==> src/rtl/dmem_pkg.sv <==
// Shared types and helpers for the data-memory load/store sequencer.
// Access sizes, FSM states and the funct3 legality check live here.
package dmem_pkg;

    typedef enum logic [1:0] {
        IDLE,
        BEAT0,
        BEAT1,
        FIN
    } lsu_state_e;

    localparam logic [2:0] F3_B  = 3'b000;
    localparam logic [2:0] F3_H  = 3'b001;
    localparam logic [2:0] F3_W  = 3'b010;
    localparam logic [2:0] F3_BU = 3'b100;
    localparam logic [2:0] F3_HU = 3'b101;

    function automatic logic is_legal_f3(
        input logic [2:0] f3,
        input logic       we
    );
        logic ok;
        ok = 1'b0;
        case (f3)
            F3_B, F3_H, F3_W: ok = 1'b1;
            F3_BU, F3_HU:     ok = !we;
            default:          ok = 1'b0;
        endcase
        return ok;
    endfunction

endpackage

==> src/rtl/lsu_load_align.sv <==
// Load result extension: picks sign/zero extension from funct3.
// Purely combinational; raw holds the assembled little-endian bytes.
module lsu_load_align
    import dmem_pkg::*;
(
    input  logic [2:0]  funct3,
    input  logic [31:0] raw,
    output logic [31:0] rdata
);

    always_comb begin
        rdata = raw;
        case (funct3)
            F3_B:    rdata = {{24{raw[7]}}, raw[7:0]};
            F3_BU:   rdata = {24'h0, raw[7:0]};
            F3_H:    rdata = {{16{raw[15]}}, raw[15:0]};
            F3_HU:   rdata = {16'h0, raw[15:0]};
            default: rdata = raw;
        endcase
    end

endmodule

==> src/rtl/dmem_lsu_ctrl.sv <==
// Load/store sequencer: splits RV32 accesses into 2-byte beats on a
// dual-port byte RAM, reassembles loads and holds the pipeline meanwhile.
module dmem_lsu_ctrl
    import dmem_pkg::*;
#(
    parameter int ADDR_W = 15
) (
    input  logic              clk,
    input  logic              rst,
    input  logic              req_valid,
    output logic              req_ready,
    input  logic              req_we,
    input  logic [2:0]        req_funct3,
    input  logic [31:0]       req_addr,
    input  logic [31:0]       req_wdata,
    output logic              rsp_valid,
    output logic [31:0]       rsp_rdata,
    output logic              rsp_err,
    output logic [ADDR_W-1:0] ram_addr_a,
    output logic [7:0]        ram_wdata_a,
    output logic              ram_we_a,
    input  logic [7:0]        ram_rdata_a,
    output logic [ADDR_W-1:0] ram_addr_b,
    output logic [7:0]        ram_wdata_b,
    output logic              ram_we_b,
    input  logic [7:0]        ram_rdata_b
);

    lsu_state_e        state, state_nxt;
    logic              we_q;
    logic [2:0]        f3_q;
    logic [ADDR_W-1:0] base_q;
    logic [31:0]       wdata_q;
    logic [15:0]       lo_q;
    logic [ADDR_W-1:0] addr_a_q, addr_b_q;
    logic              accept, req_legal, op_legal, fin;
    logic [31:0]       raw, ext;
    logic              unused_addr_hi;

    assign unused_addr_hi = ^req_addr[31:ADDR_W];
    assign accept    = req_valid && (state == IDLE);
    assign req_legal = is_legal_f3(req_funct3, req_we);
    assign op_legal  = is_legal_f3(f3_q, we_q);

    always_comb begin
        state_nxt   = state;
        req_ready   = (state == IDLE);
        ram_we_a    = 1'b0;
        ram_we_b    = 1'b0;
        ram_wdata_a = wdata_q[7:0];
        ram_wdata_b = wdata_q[15:8];
        fin         = 1'b0;
        unique case (state)
            IDLE: begin
                if (req_valid) state_nxt = req_legal ? BEAT0 : FIN;
            end
            BEAT0: begin
                ram_we_a  = we_q;
                ram_we_b  = we_q && (f3_q != F3_B);
                state_nxt = (f3_q == F3_W) ? BEAT1 : FIN;
            end
            BEAT1: begin
                ram_we_a    = we_q;
                ram_we_b    = we_q;
                ram_wdata_a = wdata_q[23:16];
                ram_wdata_b = wdata_q[31:24];
                state_nxt   = FIN;
            end
            FIN: begin
                fin       = 1'b1;
                state_nxt = IDLE;
            end
            default: state_nxt = IDLE;
        endcase
        // No RAM write may escape in a reset cycle, even mid-access.
        ram_we_a = ram_we_a && !rst;
        ram_we_b = ram_we_b && !rst;
        fin      = fin && !rst;
    end

    always_ff @(posedge clk) begin
        if (rst) begin
            state    <= IDLE;
            we_q     <= 1'b0;
            f3_q     <= 3'b0;
            base_q   <= '0;
            wdata_q  <= 32'h0;
            lo_q     <= 16'h0;
            addr_a_q <= '0;
            addr_b_q <= '0;
        end else begin
            state <= state_nxt;
            if (accept) begin
                we_q    <= req_we;
                f3_q    <= req_funct3;
                base_q  <= req_addr[ADDR_W-1:0];
                wdata_q <= req_wdata;
                if (req_legal) begin
                    addr_a_q <= req_addr[ADDR_W-1:0];
                    addr_b_q <= req_addr[ADDR_W-1:0] + ADDR_W'(1);
                end
            end
            if (state == BEAT0 && f3_q == F3_W) begin
                addr_a_q <= base_q + ADDR_W'(2);
                addr_b_q <= base_q + ADDR_W'(3);
            end
            // Read data for the BEAT0 addresses arrives during BEAT1.
            if (state == BEAT1) lo_q <= {ram_rdata_b, ram_rdata_a};
        end
    end

    assign ram_addr_a = addr_a_q;
    assign ram_addr_b = addr_b_q;

    assign raw = (f3_q == F3_W) ? {ram_rdata_b, ram_rdata_a, lo_q}
                                : {16'h0, ram_rdata_b, ram_rdata_a};

    lsu_load_align u_align (
        .funct3 (f3_q),
        .raw    (raw),
        .rdata  (ext)
    );

    assign rsp_valid = fin;
    assign rsp_err   = fin && !op_legal;
    assign rsp_rdata = (fin && op_legal && !we_q) ? ext : 32'h0;

endmodule

==> config.mk <==
export PLATFORM = sky130hd
export DESIGN_NAME = dmem_lsu_ctrl
export DESIGN_NICKNAME = d
export VERILOG_FILES = /design/src/rtl/dmem_pkg.sv /design/src/rtl/lsu_load_align.sv /design/src/rtl/dmem_lsu_ctrl.sv
export SDC_FILE = /design/constraint.sdc
export NUM_CORES = 1
export LEC_CHECK = 0
export CAP_MARGIN = 10
export CORE_MARGIN = 2
export CORE_UTILIZATION = 30
export DETAILED_ROUTE_END_ITERATION = 8
export GPL_ROUTABILITY_DRIVEN = 0
export PLACE_DENSITY = 0.58
export SETUP_SLACK_MARGIN = 0.2
export SLEW_MARGIN = 10
export SYNTH_ARGS = -nofsm -noshare
export SYNTH_HDL_FRONTEND = slang
export SYNTH_SLANG_ARGS = --single-unit
export TNS_END_PERCENT = 10
==> constraint.sdc <==
create_clock -name clk -period 2.6 [get_ports clk]
set_input_delay 0.26 -clock clk [delete_from_list [all_inputs] [get_ports clk]]
set_output_delay 0.26 -clock clk [all_outputs]
set_load 0.005 [all_outputs]
==> out/results.txt <==
met2 usage - 26.12%
Routed WL - 16.36 mm
detailed placer's ending HPWL - 11.12 mm
yosys warns - 0
Die Width - 137.2 um
pin count of the biggest net entering global routing - 99
Placed Cells - 1050
RSZ-0062 raised after global routing - true
max_slew headroom - 24.54%
clock skew - 0.008045 ns
compound-cell area share of the yosys netlist - 17.02%
Cell Count, Final, Fillers Out - 1072
Ant. Diodes - 0
largest cells by area after synthesis - dfxtp_1 (37%), nand2_1 (13%), a21oi_1 (8.4%)
worst vdd ir - 0.3474 mV
Hold Path Depth - 3
final setup fails - 0
initial antenna violation count - 0
Post-synth ARST share - 0%
total CTS buffers - 9
status - complete, no violations
Final Max Tran Viols - 0
WHS Endpoint - wdata_q[24]
Netlist Area Pre-Place - 5323 um2
Overall Global Routing Usage - 17.28%
Top-Level Pins - 170
GRT met1 Usage - 23.96%
Max-Cap Viols - 0
DIE AREA - 18820 um2
Slew @ Worst Pin - 1.132 ns
Antenna Violating Nets Remaining - 0
top-count cell post-synth - nand2_1
Cell Pwr Density - 755.6 nW/um2
Final TNS setup - 0 ns
critical path class - reg2out
Register-to-Register Path Depth - 9
fmax - 407.2 MHz
#FFs+latches synth - 99
largest family of logic cells by synthesized area - simple AND/OR/NAND/NOR gates
CP max FO - 8
post-synthesis mux area share - 6.582%
Tcrit/Tclk final - 94.44%
GR peak layer - met2
startpoint types - register
distinct cell type count after synthesis - 45
Area Overhead vs Synth - 39.09%
worst skew pair latency - 0.36 ns
number of enable flip-flop cells after synthesis - 0
post-synth top area cell - dfxtp_1
R2R Setup Slk - 0.54 ns
critical path endpoint category - output port
global-route wire length before repair - 25.40 mm
clock transition at the registers of the reported paths - 0.08 ns
Vias/cell - 4.797
total global routing overflow - 0
CP arrival - 2.20 ns
router iterations before antenna repair - 5
Die Ht - 137.2 um
GR Layer Usage met3 - 4.893%
Synth Area in Adders - 1.881%
WL/cell - 15.26 um
CTS Buffer Depth - 2
Via Count - 5142
Min-Delay Path Class - in2reg
Commonest cells post-synth - nand2_1 (188), dfxtp_1 (99), a21oi_1 (89)
# clock sinks - 99
syn_area_per_cell - 7.497 um2
vias in the first global route - 4705
Seq/Total Area, Yosys - 37.24%
Post-Synth Simple-Gate Area - 24.28%
Initial Util - 30.77%
Synth Area in XOR/XNOR - 6.088%
share of cells above drive strength 1 - 10.15%
Final Critical Period - 2.456 ns
Post-Syn Nets - 805
1st-iter DRT viols - 297
area share of the leading cell type in the synthesized netlist - 37.24%
main flop type after synthesis - dfxtp_1
required time worst endpoint - 2.34 ns
reg2reg end - ram_addr_a[0]
worst r2r src - state[1]
Final nets - 937
IO buf count - 152
Final Hold Viols - 0
core area - 17300 um2
Remaining DRCs - 0
floorplan row count - 48
quantity of hold-fixing buffers added after cts - 0
cell count after synthesis - 710
CTS tree - built
leakage power - 2.785 nW
number of H-tree levels - 3
min-delay src - req_wdata[24]
Root Buffer - clkbuf_16
[state kept, by name (all words and copies together) (netlist names)]
name	count
wdata_q	32
ram_addr_a	15
lo_q	16
base_q	15
we_q	1
state	2
f3_q	3
ram_addr_b	15
[worst max path at each step]
stage              startpoint            end
5_1_grt              state[0]  rsp_rdata[16]
6_report             state[0]  rsp_rdata[26]
3_3_place_gp   ram_rdata_a[7]  rsp_rdata[20]
3_5_place_dp   ram_rdata_a[7]  rsp_rdata[31]
2_1_floorplan        state[0]  ram_addr_a[0]
4_1_cts              state[0]   rsp_rdata[5]
[metal layers]
| metal | share of wire (%) | up-vias |
|---|---|---|
| li1 | - | 2644 |
| met1 | 48 | 2359 |
| met2 | 44 | 126 |
| met3 | 6.4 | 13 |
| met4 | 1.4 | 0 |
| met5 | 0 | - |
[per-stage QoR]
stage               utilization, %  hold WS [ns]  total power, mW  setup WS [ns]  instance area, um2
floorplan                        -        0.3960            3.350         0.7279                5323
global placement             40.69        0.4403            4.237         0.3179                7038
detailed placement           40.69        0.4451            4.249         0.3083                7038
CTS                          42.66        0.4252            5.646         0.1047                7378
global route                 42.80        0.4349            5.960        0.04888                7403
finish                       42.80        0.4344            5.594         0.1445                7403
[layout make-up]
class | instances | area [um2]
fill | 1837 | 9893
multi-input combinational | 527 | 3007
clock inverter | 7 | 65.06
inverter | 25 | 93.84
sequential | 99 | 1984
clock buffer | 9 | 225.2
timing repair buffer | 180 | 1747
tap | 225 | 281.5
[worst max-delay path: stages, from the launching register on]
cell,delay [ns]
dfxtp_2,0.35
ha_1,0.14
nand2b_1,0.10
a211o_4,0.35
o21bai_4,0.24
a21oi_2,0.13
clkdlybuf4s50_1,0.52
[cells in the final DEF (no fill, tap or decap), types with 2 or more instances in the layout]
master           Yosys  layout
nand2b_1             4       4
clkbuf_16            0       9
dfxtp_2              0       2
o32ai_1              4       4
dlygate4sd2_1        0       4
nor4_1               5       5
clkdlybuf4s50_1      0     143
mux2i_1             17      17
o21bai_4             1       2
dfxtp_1             99      97
a21oi_1             89      86
a21o_1               3       3
nand4_1              7       7
xor2_1              15      15
dlymetal6s2s_1       0       4
a31oi_1              3       3
and3_1               6       6
inv_8                0       2
or3_1                2       2
a211oi_1             8       8
a311oi_1            15      15
ha_1                 8       7
inv_1               25      25
nor3_1              12      12
nor2_1              54      54
nand2_1            188     188
xnor2_1             22      22
a21oi_2             10      13
mux2_2              16      16
nand3_1             14      14
buf_4                1      28
o21a_1               2       2
o21ai_0              3       3
inv_6                0       3
o211ai_1             3       3
and4_1               3       3
[report_power, final]
part | leakage, nW | switching (mW) | internal, mW
Sequential | 0.810 | 0.213 | 1.82
Combinational | 1.83 | 1.14 | 1.06
Clock | 0.141 | 0.686 | 0.676
[logic make-up (layout without fill, tap and decap cells)]
kind of cell | after synthesis | in the layout
compound gates | 144 | 145
buf+inv | 85 | 221
fa+ha+maj | 8 | 8
simple gates | 304 | 304
flops | 99 | 99
xor+xnor | 37 | 37
mux | 33 | 33
[what timing repair did]
action	in CTS	in global routing
endpoints found under the setup margin	48	46
setup buffers	3	2
pin swaps	0	0
resized for setup	10	4
gates cloned	1	0
Power figures use the tool's default switching activity.
